`config.mk`:
```
export PLATFORM = sky130hd
export DESIGN_NAME = imul_generate
export DESIGN_NICKNAME = d
export VERILOG_FILES = /design/src/rtl/imul_generate_pkg.sv /design/src/rtl/imul_adder_row.sv /design/src/rtl/imul_generate.sv
export SDC_FILE = /design/constraint.sdc
export NUM_CORES = 1
export LEC_CHECK = 0
export BUFFER_PORTS_ARGS = -buffer_cell sky130_fd_sc_hd__buf_2
export CORE_MARGIN = 10
export CORE_UTILIZATION = 47
export DETAILED_ROUTE_END_ITERATION = 10
export GPL_ROUTABILITY_DRIVEN = 0
export GPL_TIMING_DRIVEN = 0
export HOLD_SLACK_MARGIN = 0.02
export PLACE_DENSITY = 0.65
export REMOVE_ABC_BUFFERS = 1
export SYNTH_ARGS = -nofsm -noshare
export SYNTH_HDL_FRONTEND = slang
export SYNTH_HIERARCHICAL = 1
export SYNTH_SLANG_ARGS = --single-unit
```
`constraint.sdc`:
```
create_clock -name clock -period 1 [get_ports clock]
set_input_delay 0.1 -clock clock [delete_from_list [all_inputs] [get_ports clock]]
set_output_delay 0.1 -clock clock [all_outputs]
set_load 0.01 [all_outputs]
```
`src/rtl/imul_generate_pkg.sv`:
```
// imul_generate_pkg: shared constants for the array multiplier
package imul_generate_pkg;
  localparam int DEFAULT_MUL_WIDTH = 16;
endpackage

```
`src/rtl/imul_adder_row.sv`:
```
// imul_adder_row: one ripple-carry row adding a partial product to the running upper sum
module imul_adder_row #(
  parameter int WIDTH = 16
) (
  input  logic [WIDTH-1:0] pp,
  input  logic [WIDTH-1:0] acc,
  output logic [WIDTH:0]   sum
);
  logic c [WIDTH+1];
  assign c[0] = 1'b0;
  for (genvar j = 0; j < WIDTH; j++) begin : g_fa
    assign sum[j]   = pp[j] ^ acc[j] ^ c[j];
    assign c[j+1]   = (pp[j] & acc[j]) | (c[j] & (pp[j] ^ acc[j]));
  end
  assign sum[WIDTH] = c[WIDTH];
endmodule

```
`src/rtl/imul_generate.sv`:
```
// imul_generate: unsigned array multiplier with a registered 2*WIDTH-bit product
module imul_generate
  import imul_generate_pkg::*;
#(
  parameter int WIDTH = DEFAULT_MUL_WIDTH
) (
  input  logic                 clock,
  input  logic                 reset_n,
  input  logic                 iValid,
  input  logic [WIDTH-1:0]     A,
  input  logic [WIDTH-1:0]     B,
  output logic [2*WIDTH-1:0]   oResult,
  output logic                 oValid
);
  logic [WIDTH-1:0]   pp  [WIDTH];
  logic [WIDTH:0]     run [WIDTH];
  logic [2*WIDTH-1:0] prod;
  for (genvar i = 0; i < WIDTH; i++) begin : g_pp
    assign pp[i] = A & {WIDTH{B[i]}};
  end
  assign run[0] = {1'b0, pp[0]};
  for (genvar i = 1; i < WIDTH; i++) begin : g_row
    imul_adder_row #(.WIDTH(WIDTH)) u_row (
      .pp  (pp[i]),
      .acc (run[i-1][WIDTH:1]),
      .sum (run[i])
    );
    assign prod[i-1] = run[i-1][0];
  end
  assign prod[2*WIDTH-1:WIDTH-1] = run[WIDTH-1];
  // capture the product only for valid pairs; valid flag follows iValid every cycle
  always_ff @(posedge clock or negedge reset_n) begin
    if (!reset_n) begin
      oResult <= '0;
      oValid  <= 1'b0;
    end else begin
      oValid  <= iValid;
      oResult <= iValid ? prod : oResult;
    end
  end
endmodule

```
==> summary.json <==
{
  "detailed_routing": {
    "detail_route.iter0.violations": 100,
    "length_of_the_first_detailed_routing_pass_in_iterations": 4,
    "routed_wirelength_mm": 13.7,
    "post_drt_via_cell_ratio": 4.70,
    "wl_per_cell_um": 13.4,
    "detail-route-antenna-nets": 0,
    "drc": 0,
    "route.vias.total": 4788
  },
  "global_routing": {
    "maximum_number_of_pins_on_one_net_before_global_route_repair": 35,
    "gr-usage-all-layers": 0.126,
    "grt_pass1_vias": 5698,
    "antenna_found_initial": 0,
    "grt_first_pass_wirelength_mm": 25.6,
    "global_route.overflow_total": 0
  },
  "worst_setup_path": {
    "critPathMaxStageDelay_ns": 0.56,
    "highest_delay_cell_along_the_critical_path": "sky130_fd_sc_hd__fa_2",
    "worst_setup_path_start_kind": "input pin",
    "critPathCaptureType": "flop",
    "timing.critical_path.fanout_max": 3,
    "cp.arrival_ns": 18.24,
    "worstPathRequired_ns": 1.17,
    "buffers_inverters_on_critical_path": 7,
    "critical_path.most_common_cell": "sky130_fd_sc_hd__fa_2",
    "critPathKind": "in2reg",
    "timing.critical_path.max_delay_family": "adder cells"
  },
  "timing": {
    "maxClockFrequency_mhz": 55.3,
    "hold_violations": 0,
    "worst_slew_margin_rel": 0.610,
    "tightestPinTransition_ns": 0.585,
    "clock-skew-final_ns": 0,
    "finalWorstPathRequiredPeriod_ns": 18.07,
    "drv_slew": 0,
    "timing.final.setup_violations": 30,
    "fin_crit_sh": 18.1,
    "rsz0062_at_grt": "yes",
    "finalWorstSetupSlack_ns": -17.07
  },
  "clock_tree": {
    "insertion_delay_ns": 0.28,
    "cts-root-buf": "sky130_fd_sc_hd__clkbuf_16",
    "cts.sinks": 33,
    "clk_path_buf_depth": 2,
    "cts_inserted_buffers": 5,
    "cts.htree.levels": 2,
    "clkTransAtPathRegs_ns": 0.06,
    "tritoncts": "yes"
  },
  "yosys": {
    "ys_ff_latch": 33,
    "synth_top_area_frac": 0.540,
    "syn_avg_cell_area_um2": 11.1,
    "ys_top_cells_by_count": "255 x sky130_fd_sc_hd__and2_1, 225 x sky130_fd_sc_hd__fa_1, 151 x sky130_fd_sc_hd__inv_1",
    "synth_warnings": 6,
    "ys_dominant_reg_cell": "sky130_fd_sc_hd__dfrtp_1",
    "synth_enable_flop_cells": 0,
    "top_post_synthesis_cells_by_area": "sky130_fd_sc_hd__fa_1 54%, sky130_fd_sc_hd__and2_1 19%, sky130_fd_sc_hd__dfrtp_1 9.9%, sky130_fd_sc_hd__inv_1 6.8%, sky130_fd_sc_hd__mux2_4 5.0%",
    "synthArstFlopShare": 1.00,
    "synth_unique_cells": 13,
    "synth.largest_area_cell": "sky130_fd_sc_hd__fa_1",
    "netlist_area_um2": 8340,
    "synthMostInstantiatedCell": "sky130_fd_sc_hd__and2_1",
    "seq_area_frac_synth": 0.0990,
    "synth_cells": 749
  },
  "final_layout": {
    "layout-drive-gt1-share": 0.458,
    "nets": 1069,
    "area_taken_by_multi_input_logic_gates_um2": 7390,
    "fillerInstances": 1429,
    "register_area_um2": 826,
    "n_antenna_cell": 0,
    "finalNonFillerCells": 1019,
    "area_growth_from_synthesis_to_final_layout_pct": 16.5
  },
  "placement": {
    "port_buffers": 67,
    "dpl.cell_count": 1005,
    "preCtsSetupSlack_ns": -18.55,
    "hpwlAfterDp_mm": 11.8
  },
  "die": {
    "floorplan.io_pins": 68,
    "core_area_um2": 17400,
    "initial_utilization": 0.480,
    "floorplan.die.height_um": 153,
    "std_cell_rows": 48,
    "die-width_um": 153,
    "die_area_um2": 23500
  },
  "outcome": {
    "violations": "negative setup slack",
    "status": "finished, violations left"
  },
  "flow_run": {
    "maxCapViolCount": 0
  },
  "worst_hold_path": {
    "worst_min_path_class": "in2reg"
  }
}
[worst paths after layout]
path	endpoint	slack [ns]	start	depth (start not counted)
min reg2reg	oResult[5]	0.50	oResult[5]	1
min	oResult[0]	0.08	B[0]	3
max in group asynchronous	oResult[7]	0.32	reset_n	2
max reg2reg	oResult[30]	0.22	oResult[30]	1
max	oResult[30]	-17.07	B[1]	53
min in group asynchronous	oResult[29]	0.33	reset_n	2
[per-stage QoR]
stage / cell area [um^2] / util / TNS (ns) / hold WS (ns)
2_1_floorplan: 8150 / - / -326.89 / -0.196
3_3_place_gp: 8760 / 0.505 / -341.71 / 0.174
3_5_place_dp: 8760 / 0.505 / -348.80 / 0.211
4_1_cts: 9650 / 0.556 / -322.76 / 0.0607
5_1_grt: 9710 / 0.560 / -327.26 / 0.118
6_report: 9710 / 0.560 / -318.64 / 0.0774
[layout make-up]
cell class                      instances  area share
Sequential cell                        33      0.0850
Tap cell                              225      0.0290
Clock inverter                          2     0.00361
Inverter                              151      0.0583
Timing Repair Buffer                   74      0.0501
Multi-Input combinational cell        529       0.761
Clock buffer                            5      0.0129
[metal layers]
metal,vias up,global-route usage,routed length [um]
li1,2199,-,-
met4,0,0.0327,189
met5,-,0,0
met3,9,0.0233,461
met1,2539,0.146,5310
met2,41,0.233,7700
[cells by family after synthesis]
logic type | synth area share
AOI/OAI and AO/OA | 0.000600
adders and majority gates | 0.563
buffers and inverters | 0.0909
DFF | 0.0990
muxes | 0.0545
other | 0.000450
and+or+nand+nor | 0.192
[placed cells by master, fill, tap and decap left out, types with 2 or more instances in the layout]
cell                        count
sky130_fd_sc_hd__mux2_4        30
sky130_fd_sc_hd__and2_1       253
sky130_fd_sc_hd__ha_1           4
sky130_fd_sc_hd__fa_2         195
sky130_fd_sc_hd__buf_2         60
sky130_fd_sc_hd__inv_2         45
sky130_fd_sc_hd__and2_4         2
sky130_fd_sc_hd__ha_4          11
sky130_fd_sc_hd__fa_1          30
sky130_fd_sc_hd__clkbuf_16      5
sky130_fd_sc_hd__buf_4          6
sky130_fd_sc_hd__inv_1        106
sky130_fd_sc_hd__buf_12         4
sky130_fd_sc_hd__dfrtp_1       33
[tightest hold or removal path: cells and delay by family]
kind / cells / cell delay [ns]
buffers and inverters: 1 / 0.08
and+or+nand+nor: 1 / 0.06
AOI/OAI and AO/OA: 1 / 0.08
[registers in the layout (all words and copies together) (netlist names)]
name / flops
oValid: 1
oResult: 32
[repair_timing]
action | CTS | global route
pin swaps | 119 | 111
endpoints found under the setup margin | 31 | 63
hold buffers | 1 | 0
endpoints found under the hold margin | 33 | 0
gates cloned | 1 | 0
gates resized for setup | 247 | 29
setup buffers | 5 | 0
Power is not shown: default switching activity piles up to over one toggle a cycle in this logic, so the estimate is an artifact.
